===== src/rtl/inst_fetch.sv =====
// -----------------------------------------------------------------------------
// inst_fetch
//
// Instruction fetch stage of the pipelined RV32 core. Owns the program counter,
// runs the single-outstanding instruction-memory request/acknowledge handshake,
// and buffers up to two fetched {instruction, PC} pairs in a small FIFO whose
// head feeds the IF/ID instruction register.
//
// Ports
//   clk             clock
//   rst             synchronous, active-high reset
//   stall           IF/ID not accepting this cycle (hazard unit)
//   redirect_valid  one-cycle pulse: control-flow change from execute
//   redirect_pc     redirect target; bits [1:0] are ignored
//   imem_req        request outstanding (registered)
//   imem_addr       word-aligned request address, stable until ack
//   imem_ack        response valid this cycle
//   imem_rdata      instruction data, valid with imem_ack
//   inst_out        FIFO head instruction (0 when empty)
//   pc_out          PC of inst_out (0 when empty)
//   inst_valid      FIFO non-empty
//   bubble          ~inst_valid, drives IF/ID rst_ir
// -----------------------------------------------------------------------------
module inst_fetch #(
    parameter int                   BUS_WIDTH = 32,
    parameter logic [BUS_WIDTH-1:0] RESET_PC  = '0
) (
    input  logic                 clk,
    input  logic                 rst,
    input  logic                 stall,
    input  logic                 redirect_valid,
    input  logic [BUS_WIDTH-1:0] redirect_pc,
    output logic                 imem_req,
    output logic [BUS_WIDTH-1:0] imem_addr,
    input  logic                 imem_ack,
    input  logic [BUS_WIDTH-1:0] imem_rdata,
    output logic [BUS_WIDTH-1:0] inst_out,
    output logic [BUS_WIDTH-1:0] pc_out,
    output logic                 inst_valid,
    output logic                 bubble
);

    localparam int                   DEPTH   = 2;
    localparam logic [BUS_WIDTH-1:0] PC_STEP = BUS_WIDTH'(4);

    // IDLE: nothing outstanding.
    // BUSY: request at fetch_pc outstanding, its data will be kept.
    // DROP: request outstanding whose data must be thrown away because a
    //       redirect arrived while it was in flight; pending_pc holds where
    //       fetching continues once the stale response has been absorbed.
    typedef enum logic [1:0] {
        ST_IDLE = 2'd0,
        ST_BUSY = 2'd1,
        ST_DROP = 2'd2
    } state_t;

    state_t               state_reg, state_next;
    logic                 req_reg;
    logic [BUS_WIDTH-1:0] fetch_pc_reg, fetch_pc_next;
    logic [BUS_WIDTH-1:0] pending_pc_reg, pending_pc_next;

    // Two-entry FIFO of {inst, pc}; tiny, so it lives in flops.
    logic [BUS_WIDTH-1:0] fifo_inst_reg [DEPTH];
    logic [BUS_WIDTH-1:0] fifo_pc_reg   [DEPTH];
    logic                 rd_ptr_reg, rd_ptr_next;
    logic                 wr_ptr_reg, wr_ptr_next;
    logic [1:0]           count_reg, count_next;

    logic                 pop;
    logic                 push;
    logic                 flush;
    logic [1:0]           count_after_pop;
    logic [BUS_WIDTH-1:0] redirect_target;

    // The low two target bits are forced to zero; keep lint quiet about them.
    logic unused_redirect_lsbs;
    assign unused_redirect_lsbs = ^redirect_pc[1:0];
    assign redirect_target      = {redirect_pc[BUS_WIDTH-1:2], 2'b00};

    // -------------------------------------------------------------------------
    // State register
    // -------------------------------------------------------------------------
    always_ff @(posedge clk) begin
        if (rst) begin
            state_reg      <= ST_IDLE;
            req_reg        <= 1'b0;
            fetch_pc_reg   <= RESET_PC;
            pending_pc_reg <= RESET_PC;
            count_reg      <= 2'd0;
            rd_ptr_reg     <= 1'b0;
            wr_ptr_reg     <= 1'b0;
        end else begin
            state_reg      <= state_next;
            // imem_req is a flop of its own so the bus sees a clean signal.
            req_reg        <= (state_next != ST_IDLE);
            fetch_pc_reg   <= fetch_pc_next;
            pending_pc_reg <= pending_pc_next;
            count_reg      <= count_next;
            rd_ptr_reg     <= rd_ptr_next;
            wr_ptr_reg     <= wr_ptr_next;
        end
    end

    // FIFO storage. Contents need no reset: the outputs are gated by count.
    for (genvar gi = 0; gi < DEPTH; gi++) begin : g_entry
        always_ff @(posedge clk) begin
            if (push && (wr_ptr_reg == 1'(gi))) begin
                fifo_inst_reg[gi] <= imem_rdata;
                fifo_pc_reg[gi]   <= fetch_pc_reg;
            end
        end
    end

    // -------------------------------------------------------------------------
    // Next-state logic
    // -------------------------------------------------------------------------
    always_comb begin
        state_next      = state_reg;
        fetch_pc_next   = fetch_pc_reg;
        pending_pc_next = pending_pc_reg;
        push            = 1'b0;
        flush           = 1'b0;
        count_next      = count_reg;
        rd_ptr_next     = rd_ptr_reg;
        wr_ptr_next     = wr_ptr_reg;

        // A redirect flushes, so it never counts as a consume.
        pop             = (count_reg != 2'd0) && !stall && !redirect_valid;
        count_after_pop = count_reg - {1'b0, pop};

        if (redirect_valid) begin
            flush = 1'b1;
            unique case (state_reg)
                ST_IDLE: begin
                    fetch_pc_next = redirect_target;
                    state_next    = ST_BUSY;
                end
                ST_BUSY: begin
                    if (imem_ack) begin
                        // The returning word is stale; restart at the target.
                        fetch_pc_next = redirect_target;
                        state_next    = ST_BUSY;
                    end else begin
                        // Address must stay put until the ack, so park the
                        // target and swallow the in-flight response.
                        pending_pc_next = redirect_target;
                        state_next      = ST_DROP;
                    end
                end
                ST_DROP: begin
                    pending_pc_next = redirect_target;
                    if (imem_ack) begin
                        fetch_pc_next = redirect_target;
                        state_next    = ST_BUSY;
                    end
                end
                default: state_next = ST_IDLE;
            endcase
        end else begin
            unique case (state_reg)
                ST_IDLE: begin
                    // Only issue when the response is guaranteed a slot.
                    if (count_after_pop < 2'd2) begin
                        state_next = ST_BUSY;
                    end
                end
                ST_BUSY: begin
                    if (imem_ack) begin
                        push          = 1'b1;
                        fetch_pc_next = fetch_pc_reg + PC_STEP;
                        // After the push the FIFO holds count_after_pop + 1;
                        // keep requesting only while that leaves a free slot.
                        state_next    = (count_after_pop == 2'd0) ? ST_BUSY : ST_IDLE;
                    end
                end
                ST_DROP: begin
                    if (imem_ack) begin
                        fetch_pc_next = pending_pc_reg;
                        state_next    = ST_BUSY;
                    end
                end
                default: state_next = ST_IDLE;
            endcase
        end

        if (flush) begin
            count_next  = 2'd0;
            rd_ptr_next = 1'b0;
            wr_ptr_next = 1'b0;
        end else begin
            count_next  = count_after_pop + {1'b0, push};
            rd_ptr_next = rd_ptr_reg ^ pop;
            wr_ptr_next = wr_ptr_reg ^ push;
        end
    end

    // -------------------------------------------------------------------------
    // Output logic
    // -------------------------------------------------------------------------
    always_comb begin
        imem_req   = req_reg;
        imem_addr  = fetch_pc_reg;
        inst_valid = (count_reg != 2'd0);
        bubble     = (count_reg == 2'd0);
        inst_out   = '0;
        pc_out     = '0;
        if (count_reg != 2'd0) begin
            inst_out = fifo_inst_reg[rd_ptr_reg];
            pc_out   = fifo_pc_reg[rd_ptr_reg];
        end
    end

endmodule


===== config.mk =====
export PLATFORM = sky130hd
export DESIGN_NAME = inst_fetch
export DESIGN_NICKNAME = d
export VERILOG_FILES = /design/src/rtl/inst_fetch.sv
export SDC_FILE = /design/constraint.sdc
export NUM_CORES = 1
export LEC_CHECK = 0
export BUFFER_PORTS_ARGS = -buffer_cell sky130_fd_sc_hd__buf_2
export CAP_MARGIN = 20
export CORE_MARGIN = 2
export CORE_UTILIZATION = 50
export CTS_CLUSTER_SIZE = 12
export DETAILED_ROUTE_END_ITERATION = 12
export MAX_ROUTING_LAYER = met4
export PLACE_DENSITY = 0.88
export SLEW_MARGIN = 15
export SYNTH_ARGS = -nofsm -noshare
export SYNTH_HDL_FRONTEND = slang
export SYNTH_SLANG_ARGS = --single-unit

===== constraint.sdc =====
create_clock -name clk -period 2.5 [get_ports clk]
set_input_delay 0.125 -clock clk [delete_from_list [all_inputs] [get_ports clk]]
set_output_delay 0.125 -clock clk [all_outputs]
set_load 0.02 [all_outputs]

==> results of run 1 <==
==> logic make-up (layout without fill, tap and decap cells) <==
| group | Yosys count | after routing |
|---|---|---|
| xor gates and xnor gates | 8 | 8 |
| muxes | 71 | 71 |
| DFF | 191 | 191 |
| buffers and inverters | 69 | 288 |
| other | 1 | 4 |
| and+or+nand+nor | 279 | 279 |
| AOI/OAI and AO/OA | 150 | 150 |
| adders and majority gates | 9 | 9 |
==> cell type report <==
type | instances | share of cell area [%]
multi-input cells | 521 | 29.3
inverters | 12 | 0.418
clock buffers | 23 | 4.83
well taps | 220 | 2.56
clock inverters | 9 | 0.534
flip-flops and latches | 191 | 47.1
repair buffers | 244 | 15.3
==> cells in the mapped netlist, drive strengths merged (2+ instances only) <==
cell type / instances / area share [%]
o211ai: 5 / 0.44
a2bb2oi: 2 / 0.41
nand3: 14 / 0.83
nand2b: 3 / 0.22
buf: 18 / 1.0
a211o: 5 / 0.52
dfxtp: 67 / 16
nor2: 98 / 4.3
nor2b: 2 / 0.15
clkbuf: 39 / 2.0
or2: 3 / 0.22
a31oi: 7 / 0.52
or3: 2 / 0.15
edfxtp: 124 / 44
or4: 4 / 0.35
a211oi: 8 / 0.71
nor3: 13 / 0.77
a311o: 2 / 0.24
and3: 10 / 0.75
xnor2: 7 / 0.72
a21o: 4 / 0.35
o221a: 2 / 0.27
o31ai: 4 / 0.35
and2: 3 / 0.22
a21oi: 60 / 3.5
a311oi: 7 / 0.72
o22ai: 2 / 0.15
o21ai: 33 / 1.9
nand4: 14 / 1.4
a221oi: 2 / 0.21
nor4: 6 / 0.80
nand2: 104 / 4.6
nor3b: 2 / 0.18
mux2i: 71 / 8.4
ha: 9 / 1.3
inv: 11 / 0.49
==> final timing paths <==
path,start,to,cells past startpoint
setup / recovery,state_reg[1]$_SDFF_PP0_,pending_pc_reg[22]$_SDFFE_PP0P_,5
hold reg to reg,pending_pc_reg[11]$_SDFFE_PP0P_,pending_pc_reg[11]$_SDFFE_PP0P_,2
hold / removal,stall,rd_ptr_reg$_SDFF_PP0_,4
setup reg to reg,state_reg[1]$_SDFF_PP0_,pending_pc_reg[22]$_SDFFE_PP0P_,5
==> cells in the final DEF, fill, tap and decap left out, drive strengths merged, types with 7 or more instances in the layout <==
cell         synthesis  final
buf                 18    182
edfxtp             124    124
nand2              104    104
nor2                98     98
mux2i               71     71
dfxtp               67     67
dlygate4sd3          0     62
a21oi               60     60
o21ai               33     33
clkbuf              39     23
nand3               14     14
nand4               14     14
inv                 11     13
nor3                13     13
and3                10     10
ha                   9      9
a211oi               8      8
clkinv               1      8
xnor2                7      7
a311oi               7      7
a31oi                7      7
==> through the flow <==
| stage | hold WS, ns | std cells | power (W) | utilization (%) |
|---|---|---|---|---|
| global placement | 0.313 | 1126 | 0.00444 | 57.7 |
| global route | 0.0636 | 1220 | 0.00734 | 64.9 |
| floorplan | 0.224 | 781 | 0.00417 | - |
| detailed placement | 0.317 | 1126 | 0.00448 | 57.7 |
| finish | 0.0406 | 1220 | 0.00708 | 64.9 |
| CTS | 0.0289 | 1220 | 0.00711 | 64.9 |
==> power by group through the flow <==
stage | clock, W | combinational [W] | sequential [W]
final | 0.00257 | 0.000866 | 0.00365
after global routing | 0.00273 | 0.000940 | 0.00366
after CTS | 0.00261 | 0.000857 | 0.00364
after detailed placement | 0 | 0.000773 | 0.00371
after global placement | 0 | 0.000748 | 0.00369
after floorplan | 0 | 0.000434 | 0.00374
==> layer usage <==
metal  share of wire [%]  track usage [%]  up-vias
met5                   0                -        -
li1                    -                -     3240
met1                  41             29.2     3208
met2                  49             37.5      361
met4                 2.6             8.89        0
met3                 8.0             5.67       57
==> worst register-to-register path, cell delays in order (launching register included) <==
cell and delay [ns]:
dfxtp_1 0.42, ha_1 0.28, or2_1 0.24, and3_1 0.90, nand2_1 0.17, a21oi_1 0.17
==> impl_metrics.tcl, run 1 <==
set metrics [dict create \
    status "finished, final reports clean" \
    synthXorXnorAreaFrac_pct 0.826 \
    max_slew_margin_pct 28.7 \
    synth_cells 778 \
    first_pass_iters 6 \
    async_flop_share_pct 0 \
    clk_latency_ns 0.43 \
    setup_tns_ns 0 \
    seq_area_frac_synth_pct 59.7 \
    cts_buffer_depth 2 \
    viasPerCell 5.63 \
    n_fill_cell 1292 \
    start_util_pct 51.2 \
    n_antenna_cell 0 \
    cts_tree "built" \
    crit_family "simple AND/OR/NAND/NOR gates" \
    critPathCaptureType "flop" \
    cts_sinks 191 \
    synth_warnings 0 \
    overflow 0 \
    synthFlopType "edfxtp_1" \
    clockPowerShare_pct 36.3 \
    worst_path_max_delay_cell "and3_1" \
    drc 0 \
    die-height_um 134 \
    max_cap_violations 0 \
    htreeDepth 4 \
    port_buffers 161 \
    holdCritPathClass "input port to flop" \
    critical_path_arrival_ns 2.61 \
    clockRootBuffer "clkbuf_16" \
    wl_per_cell_um 17.0 \
    postRouteAntennaNets 0 \
    synth-compound-area-share_pct 11.2 \
    synth_top_family_by_area "simple AND/OR/NAND/NOR gates" \
    fmax_mhz 444 \
    placed_area_sq_um 9570 \
    synth_mux_area_share_pct 8.37 \
    p_seq_share_pct 51.5 \
    report.final.slew_viol_count 0 \
    largest_register_ffs 64 \
    worst_pin_slew_ns 1.07 \
    setup-violations-final 0 \
    grt_pass1_wl_mm 32.3 \
    cts_setup_buffers 0 \
    crit_chain "ha_1 > or2_1 > and3_1 > nand2_1 > a21oi_1" \
    yosys.area_share.simple_pct 15.0 \
    critical_path_class "flop to flop" \
    post_cts_resized 0 \
    synthAdderAreaFrac_pct 1.33 \
    grt_max_degree 65 \
    drt_iter0_markers 597 \
    fin_crit_ns 2.25 \
    syn_avg_cell_area_sq_um 10.9 \
    fp-row-count 47 \
    synth_edf_count 124 \
    gr-usage-all-layers_pct 23.5 \
    cpPeakStageDelay_ns 0.90 \
    peakVddDrop_mv 0.502 \
    swShare_pct 24.9 \
    reg2reg_setup_slack_ns 0.25 \
    vias 6866 \
    layout.nets 1065 \
    antenna_found_initial 0 \
    pre_cts_slack_ns 0.221 \
    core_area_sq_um 16600 \
    path_buf_inv 0 \
    p_per_area_nw_per_um2 657 \
    combPwrFrac_pct 12.2 \
    regArea_sq_um 5070 \
    multi_input_area_sq_um 3160 \
    gp_congestion 0.854 \
    timing.final.crit_share_pct 90.0 \
    finClkSkew_ns 0.00595 \
    start_kind "flop" \
    hpwl_mm 13.1 \
    area_growth_syn_to_layout_pct 26.9 \
    postCtsHoldBufs 62 \
    dieArea_sq_um 18000 \
    design_area_sq_um 10800 \
    internal-power_w 0.00532 \
    hold_violations 0 \
    p_leak_nw 4.11 \
    clk_pin_slew_worst_paths_ns 0.07 \
    grt_pass1_vias 6484 \
    crit_fanout 30 \
    p_switching_w 0.00176 \
    cp.required_ns 2.86 \
    num_io_pins 168 \
    numCtsBuffers 17 \
    synth_cell_types 57 \
    worst_slack_ns 0.249 \
    synth_seq_cells 191 \
    die_w_um 134 \
    drive_gt1_share_pct 22.7 \
    rsz0062_at_grt "no" \
    synth_area_sq_um 8490 \
    wirelength_mm 20.8 \
]
Power figures use the tool's default switching activity.
==> inputs of run 2 (changes only) <==
PLACE_DENSITY = 0.85   (was 0.88)
clock period = 2.6 ns   (was 2.5 ns; I/O delays follow)
==> run 2 against run 1 <==
  * Die area did not move
  * Power is 2.7% lower
  * Final cell count is 0.41% higher
  * Flip-flop and latch count stayed put
  * Register-to-register slack improved by 0.08 ns
  * Largest power group unchanged
  * Fmax shrank 0.87%
  * Largest cell class unchanged
  * Global-route usage up 0.093 points
  * Via count shrank 0.29%
==> impl_metrics.tcl, run 2 (synthesis results as in run 1) <==
set metrics [dict create \
    rr_endpoint "imem_addr[22]$_SDFFE_PP0P_" \
    p_per_area_nw_per_um2 636 \
    status "finished, final reports clean" \
    num_io_pins 168 \
    viasPerCell 5.59 \
    clockRootBuffer "clkbuf_16" \
    port_buffers 161 \
    cp.required_ns 2.95 \
    placed_area_sq_um 9600 \
    critical_path_arrival_ns 2.62 \
    post_cts_resized 0 \
    cts_tree "built" \
    n_fill_cell 1281 \
    r2r_start "imem_addr[2]$_SDFFE_PP0P_" \
    start_util_pct 51.2 \
    core_area_sq_um 16600 \
    finalPower_w 0.00689 \
    peakVddDrop_mv 0.456 \
    grt_pass1_wl_mm 32.3 \
    first_pass_iters 5 \
    multi_input_area_sq_um 3170 \
    hpwl_mm 13.3 \
    layoutNonFillerInstCount 1225 \
    p_leak_nw 4.14 \
    die-height_um 134 \
    crit_fanout 10 \
    min-delay-start "stall" \
    max_cap_violations 0 \
    numCtsBuffers 17 \
    worst_pin_slew_ns 0.748 \
    crit_chain "ha_1 > nand3_1 > nor4_4 > nand4_1 > or4_1 > a31oi_1" \
    fin_crit_ns 2.27 \
    rsz0062_at_grt "no" \
    regArea_sq_um 5070 \
    drive_gt1_share_pct 23.0 \
    vias 6846 \
    grt_max_degree 65 \
    wirelength_mm 20.9 \
    start_kind "flop" \
    cts_sinks 191 \
    drc 0 \
    min_to "rd_ptr_reg$_SDFF_PP0_" \
    critical_path_class "flop to flop" \
    design_area_sq_um 10800 \
    final_common_cell "buf_2" \
    grt_pass1_vias 6408 \
    worst_path_max_delay_cell "dfxtp_1" \
    gp_congestion 0.852 \
    area_growth_syn_to_layout_pct 27.7 \
    timing.final.crit_share_pct 87.3 \
    overflow 0 \
    die_w_um 134 \
    layout_common_cells "buf_2, edfxtp_1, nand2_1" \
    reg2reg_setup_slack_ns 0.33 \
    report.final.slew_viol_count 0 \
    gr-usage-all-layers_pct 23.6 \
    cts_buffer_depth 2 \
    clk_latency_ns 0.43 \
    path_buf_inv 0 \
    largest_register_ffs 64 \
    layout.nets 1069 \
    finClkSkew_ns 0.0158 \
    holdCritPathClass "input port to flop" \
    max_slew_margin_pct 50.1 \
    dieArea_sq_um 18000 \
    hold_violations 0 \
    htreeDepth 4 \
    setup-violations-final 0 \
    antenna_found_initial 0 \
    clk_pin_slew_worst_paths_ns 0.07 \
    postRouteAntennaNets 0 \
    reg2reg_depth 6 \
    fp-row-count 47 \
    placedCellCount 1128 \
    critPathCaptureType "flop" \
    fmax_mhz 440 \
    drt_iter0_markers 567 \
    holdPathStages 4 \
    crit_family "simple AND/OR/NAND/NOR gates" \
    cpPeakStageDelay_ns 0.49 \
    wl_per_cell_um 17.1 \
]
==> run 2: final cells by class <==
| type | instances | share of cell area (%) |
|---|---|---|
| sequential | 191 | 46.8 |
| timing repair buffer | 248 | 15.6 |
| tap | 220 | 2.54 |
| clock buffer | 25 | 5.06 |
| multi-input combinational | 521 | 29.2 |
| antenna | 1 | 0.0231 |
| clock inverter | 7 | 0.427 |
| inverter | 12 | 0.416 |
==> run 2: worst max-delay path by stage <==
stage                     slack [ns]  depth (start not counted)                              end                      start
after CTS                       0.25                          6   pending_pc_reg[8]$_SDFFE_PP0P_    state_reg[1]$_SDFF_PP0_
after detailed placement        0.36                          6  pending_pc_reg[15]$_SDFFE_PP0P_    state_reg[1]$_SDFF_PP0_
final                           0.33                          6       imem_addr[22]$_SDFFE_PP0P_  imem_addr[2]$_SDFFE_PP0P_
after global routing            0.24                          6       imem_addr[12]$_SDFFE_PP0P_  imem_addr[2]$_SDFFE_PP0P_
after global placement          0.45                          8       imem_addr[23]$_SDFFE_PP0P_    state_reg[1]$_SDFF_PP0_
after floorplan                -0.11                          4    fifo_inst_reg[1][0]$_DFFE_PP_    state_reg[1]$_SDFF_PP0_
==> run 2: repair_timing <==
action | in CTS | in global routing
buffers inserted | 0 | 0
hold buffers | 63 | 0
endpoints found under the hold margin | 96 | 0
setup endpoints to repair | 0 | 0
==> run 2: through the flow <==
stage | hold WS, ns | setup TNS [ns] | setup slack (ns) | utilization (%)
6_report | 0.0258 | 0 | 0.329 | 65.4
3_3_place_gp | 0.318 | 0 | 0.451 | 57.9
4_1_cts | 0.0195 | 0 | 0.255 | 65.2
2_1_floorplan | 0.229 | -13.96 | -0.113 | -
5_1_grt | 0.0278 | 0 | 0.239 | 65.3
3_5_place_dp | 0.322 | 0 | 0.358 | 57.9
==> run 2: tightest hold or removal path, cell delays in order <==
cell and delay (ns):
buf_2 0.07, nor3_1 0.06, xnor2_1 0.13, nor3_1 0.04
==> run 2: routing by layer <==
metal / part of all wire (%) / GRT usage, %
met1: 42 / 28.6
met2: 50 / 39.2
met3: 6.7 / 4.54
met4: 2.1 / 9.12
met5: 0 / -
==> run 2: power by group <==
part	total (W)	internal [W]	switching [W]
Sequential	0.00351	0.00337	0.000139
Combinational	0.000827	0.000339	0.000489
Clock	0.00255	0.00147	0.00109
Total	0.00689	0.00518	0.00171
